--- src/rtl/word_tx_arbiter.sv ---
// Round-robin arbiter sharing one 32-bit word transmitter among NUM_REQ requesters.
// Optional WAIT-state watchdog enabled by defining WORD_TX_ARB_TIMEOUT_EN.
module word_tx_arbiter #(
    parameter int unsigned NUM_REQ      = 4,
    parameter int unsigned TIMEOUT_CLKS = 4_000_000
) (
    input  logic                    i_Clock,
    input  logic                    i_Rst_n,
    input  logic [NUM_REQ-1:0]      i_Req,
    input  logic [32*NUM_REQ-1:0]   i_Req_Data,
    output logic [NUM_REQ-1:0]      o_Ack,
    output logic                    o_Busy,
    output logic [2:0]              o_Grant_Idx,
    output logic                    o_Word_Start,
    output logic [31:0]             o_Word_Data,
    input  logic                    i_Word_Done,
    output logic                    o_Timeout
);

    localparam int unsigned WORD_W = 32;
    localparam int unsigned IDX_W  = 3;
    localparam int unsigned SEL_W  = (NUM_REQ > 1) ? $clog2(NUM_REQ) : 1;

    if (NUM_REQ < 2 || NUM_REQ > 8 || TIMEOUT_CLKS == 0) begin : g_param_check
        $error("word_tx_arbiter: NUM_REQ must be 2..8 and TIMEOUT_CLKS nonzero");
    end

    typedef enum logic [1:0] {
        ST_IDLE  = 2'd0,
        ST_ISSUE = 2'd1,
        ST_WAIT  = 2'd2,
        ST_ACK   = 2'd3
    } state_t;

    state_t             state_q;
    logic [SEL_W-1:0]   ptr_q;
    logic [SEL_W-1:0]   grant_q;
`ifdef WORD_TX_ARB_TIMEOUT_EN
    logic [31:0]        timer_q;
`endif

    logic [WORD_W-1:0]  req_word_c [NUM_REQ];
    logic               win_valid_c;
    logic [SEL_W-1:0]   win_sel_c;

    always_comb begin
        for (int unsigned k = 0; k < NUM_REQ; k++) begin
            req_word_c[k] = i_Req_Data[k*WORD_W +: WORD_W];
        end
    end

    // First requesting index after the pointer, wrapping modulo NUM_REQ
    always_comb begin
        int unsigned cand;
        win_valid_c = 1'b0;
        win_sel_c   = '0;
        cand        = 0;
        for (int unsigned i = 1; i <= NUM_REQ; i++) begin
            cand = (32'(ptr_q) + i) % NUM_REQ;
            if (!win_valid_c && i_Req[SEL_W'(cand)]) begin
                win_valid_c = 1'b1;
                win_sel_c   = SEL_W'(cand);
            end
        end
    end

    assign o_Grant_Idx = IDX_W'(grant_q);

    always_ff @(posedge i_Clock) begin
        if (!i_Rst_n) begin
            state_q      <= ST_IDLE;
            ptr_q        <= SEL_W'(NUM_REQ - 1);
            grant_q      <= '0;
            o_Ack        <= '0;
            o_Busy       <= 1'b0;
            o_Word_Start <= 1'b0;
            o_Word_Data  <= '0;
            o_Timeout    <= 1'b0;
`ifdef WORD_TX_ARB_TIMEOUT_EN
            timer_q      <= '0;
`endif
        end else begin
            o_Word_Start <= 1'b0;
            o_Ack        <= '0;
            o_Timeout    <= 1'b0;
            case (state_q)
                ST_IDLE: begin
                    if (win_valid_c) begin
                        grant_q      <= win_sel_c;
                        o_Word_Data  <= req_word_c[win_sel_c];
                        o_Word_Start <= 1'b1;
                        o_Busy       <= 1'b1;
                        state_q      <= ST_ISSUE;
                    end
                end
                ST_ISSUE: begin
                    state_q <= ST_WAIT;
`ifdef WORD_TX_ARB_TIMEOUT_EN
                    timer_q <= '0;
`endif
                end
                ST_WAIT: begin
                    // Done has priority over the watchdog on the same edge
                    if (i_Word_Done) begin
                        o_Ack   <= NUM_REQ'(1) << grant_q;
                        state_q <= ST_ACK;
                    end
`ifdef WORD_TX_ARB_TIMEOUT_EN
                    else if (timer_q == 32'(TIMEOUT_CLKS - 1)) begin
                        o_Ack     <= NUM_REQ'(1) << grant_q;
                        o_Timeout <= 1'b1;
                        state_q   <= ST_ACK;
                    end else begin
                        timer_q <= timer_q + 32'd1;
                    end
`endif
                end
                ST_ACK: begin
                    ptr_q   <= grant_q;
                    o_Busy  <= 1'b0;
                    state_q <= ST_IDLE;
                end
                default: begin
                    o_Busy  <= 1'b0;
                    state_q <= ST_IDLE;
                end
            endcase
        end
    end

endmodule
--- config.mk ---
export PLATFORM = sky130hd
export DESIGN_NAME = word_tx_arbiter
export DESIGN_NICKNAME = d
export VERILOG_FILES = /design/src/rtl/word_tx_arbiter.sv
export SDC_FILE = /design/constraint.sdc
export NUM_CORES = 1
export LEC_CHECK = 0
export CAP_MARGIN = 25
export CORE_ASPECT_RATIO = 0.8
export CORE_UTILIZATION = 23
export CTS_BUF_LIST = sky130_fd_sc_hd__clkbuf_16
export DETAILED_ROUTE_END_ITERATION = 10
export HOLD_SLACK_MARGIN = 0.12
export PLACE_DENSITY = 0.58
export SYNTH_ARGS = -nofsm -noshare
export SYNTH_HDL_FRONTEND = slang
export SYNTH_SLANG_ARGS = --single-unit
--- constraint.sdc ---
create_clock -name i_Clock -period 5.09 [get_ports i_Clock]
set_input_delay 0.509 -clock i_Clock [delete_from_list [all_inputs] [get_ports i_Clock]]
set_output_delay 0.509 -clock i_Clock [all_outputs]
set_load 0.05 [all_outputs]
==> impl_metrics.env <==
export IMPL_yosysTopAreaCell="dfxtp_1"
export IMPL_grt_start_max_net_pins=27
export IMPL_period_share=0.6031
export IMPL_initial_core_util=0.2406
export IMPL_post_cts_resized=0
export IMPL_clockBufferDepth=2
export IMPL_overflow=0
export IMPL_drive_gt1_frac=0.04946
export IMPL_netlist_instances=305
export IMPL_synth_warnings=0
export IMPL_async_reset_ff_frac=0
export IMPL_crit_arrival_ps=3210
export IMPL_cts_made_buffers=5
export IMPL_final_cell_mix="174 x clkdlybuf4s50_1, 45 x a211oi_1, 44 x dfxtp_1"
export IMPL_first_iter_violations=125
export IMPL_dieArea_sq_um=12010
export IMPL_drv_slew=0
export IMPL_instances_no_fill=609
export IMPL_nNetsFinal=603
export IMPL_gp_congestion=0.8091
export IMPL_p_leak_uw=0.001907
export IMPL_synth_area_per_cell_sq_um=8.726
export IMPL_post_cts_buffers=0
export IMPL_fmaxAchievable_mhz=325.7
export IMPL_drt_first_pass_iters=5
export IMPL_worst_slew_pin_slew_ps=975.5
export IMPL_fin_crit_ps=3070
export IMPL_cts_tree="done"
export IMPL_vias_per_cell=4.788
export IMPL_dieWidth_um=122.3
export IMPL_hp_class="flop to flop"
export IMPL_ctsHoldBuffers=0
export IMPL_insertion_delay_ps=280
export IMPL_grt_pass1_wl_mm=14.41
export IMPL_synth_seq_cells=44
export IMPL_syn_area_sq_um=2661
export IMPL_critPathLaunchType="input port"
export IMPL_dr_total_vias=2916
export IMPL_clock_sinks=44
export IMPL_final_common_cell="clkdlybuf4s50_1"
export IMPL_io_buffers=174
export IMPL_clkTransAtPathRegs_ps=60
export IMPL_yosysSeqAreaShare=0.3310
export IMPL_hold_viol=0
export IMPL_dp_hpwl_mm=7.370
export IMPL_holdWs_ps=456.6
export IMPL_die_h_um=98.21
export IMPL_cts_root_buf="clkbuf_16"
export IMPL_finalSetupViolations=0
export IMPL_place_inst=601
export IMPL_pin_count=177
export IMPL_status="completed"
export IMPL_power_uw=2124
export IMPL_grtUsageTotal=0.1522
export IMPL_synth_cell_types=36
export IMPL_rows=34
export IMPL_cp_required_ps=5230
export IMPL_postRouteAntennaNets=0
export IMPL_synthFlopType="dfxtp_1"
export IMPL_drc=0
export IMPL_htreeDepth=2
export IMPL_num_antenna_cells=0
export IMPL_utilization=0.4178
export IMPL_skew_ps=5.857
export IMPL_totalWireLength_mm=9.547
export IMPL_antenna_found_initial=0
export IMPL_critPathMaxFanout=26
export IMPL_first_global_vias=2877
export IMPL_cap_violations=0
export IMPL_synth_edff_count=0
export IMPL_core_region_area_sq_um=11060
export IMPL_end_kind="flop"
export IMPL_synthTopCellsByArea="dfxtp_1 33%, mux2i_1 13%, a211oi_1 13%"
export IMPL_relSlewSlack=0.3467
export IMPL_routedWlPerCell_um=15.68
export IMPL_syn_to_final_growth_pct=73.62
export IMPL_rsz0062_at_grt="no"
export IMPL_peakVddDrop_uv=154.7
export IMPL_tns_ps=0
export IMPL_synth_top_area_share=0.3310
export IMPL_p_per_area_nw_per_um2=459.7
export IMPL_critPathKind="input port to flop"
## final timing paths
kind                       start  slack (ps)  depth (start not counted)               to
setup / recovery        i_Req[1]        2020                          6   o_Word_Data[1]
hold / removal    o_Word_Data[9]         460                          2   o_Word_Data[9]
setup reg to reg        ptr_q[1]        2320                          6  o_Word_Data[28]
hold reg to reg   o_Word_Data[9]         460                          2   o_Word_Data[9]
## critical path, cell delays in order
cell and delay, ps:
clkdlybuf4s50_1 520, nor2_1 200, o22a_1 600, nand2_1 630
nand2_1 560, o221ai_1 190
## cells in the mapped netlist (2+ instances only)
master    number
o21ai_0       12
and3_1        25
clkbuf_1      14
mux2i_1       35
nor2b_1        5
a211oi_2       7
buf_6          3
o221ai_1      11
buf_2          9
o31ai_1       12
buf_4          2
ha_1           4
a211oi_1      45
nand2_1       33
and2_1         2
nor2_1         7
inv_1         17
dfxtp_1       44
## report_power, final
part | total [uW] | leakage [uW] | switching, uW | internal (uW)
clock | 309 | 0.0000687 | 131 | 178
combinational | 1250 | 0.00147 | 784 | 471
sequential | 560 | 0.000363 | 83.9 | 476
## per-layer routing
layer	vias to the layer above	GRT usage	part of all wire	wire, um
met2	130	0.2519	0.45	4279
met1	1324	0.1970	0.46	4364
met4	0	0.02720	0.0054	52
met5	-	0	0	0
met3	7	0.04264	0.089	850
li1	1455	-	-	-
## sequential cells by signal, indices dropped and copies added, names as in the netlist
name          flops
grant_q           2
o_Ack             4
o_Busy            1
o_Word_Data      32
o_Word_Start      1
ptr_q             2
state_q           2
## logic make-up (layout without fill, tap and decap cells)
kind of cell / Yosys count / count (layout) / share of synthesized area
mux: 35 / 35 / 0.1316
fa+ha+maj: 4 / 4 / 0.01881
buf+inv: 45 / 204 / 0.07898
other cells: 1 / 2 / 0.001409
simple gates: 77 / 77 / 0.1434
flops: 44 / 44 / 0.3310
compound gates: 99 / 99 / 0.2948
## final cells by class
cell class / instances / area, sq um
Clock buffer: 5 / 125.1
Clock inverter: 3 / 15.01
Fill cell: 1070 / 6440
Inverter: 17 / 63.81
Multi-Input combinational cell: 217 / 1577
Sequential cell: 44 / 880.8
Tap cell: 144 / 180.2
Timing Repair Buffer: 179 / 1779
## per-stage QoR
stage	worst slack, ps	instance area [sq um]
finish	2020	4621
detailed placement	1664	4481
global route	1614	4621
global placement	1781	4481
CTS	1987	4621
floorplan	3387	2665
Note: power is estimated with default switching activity, not from simulation.
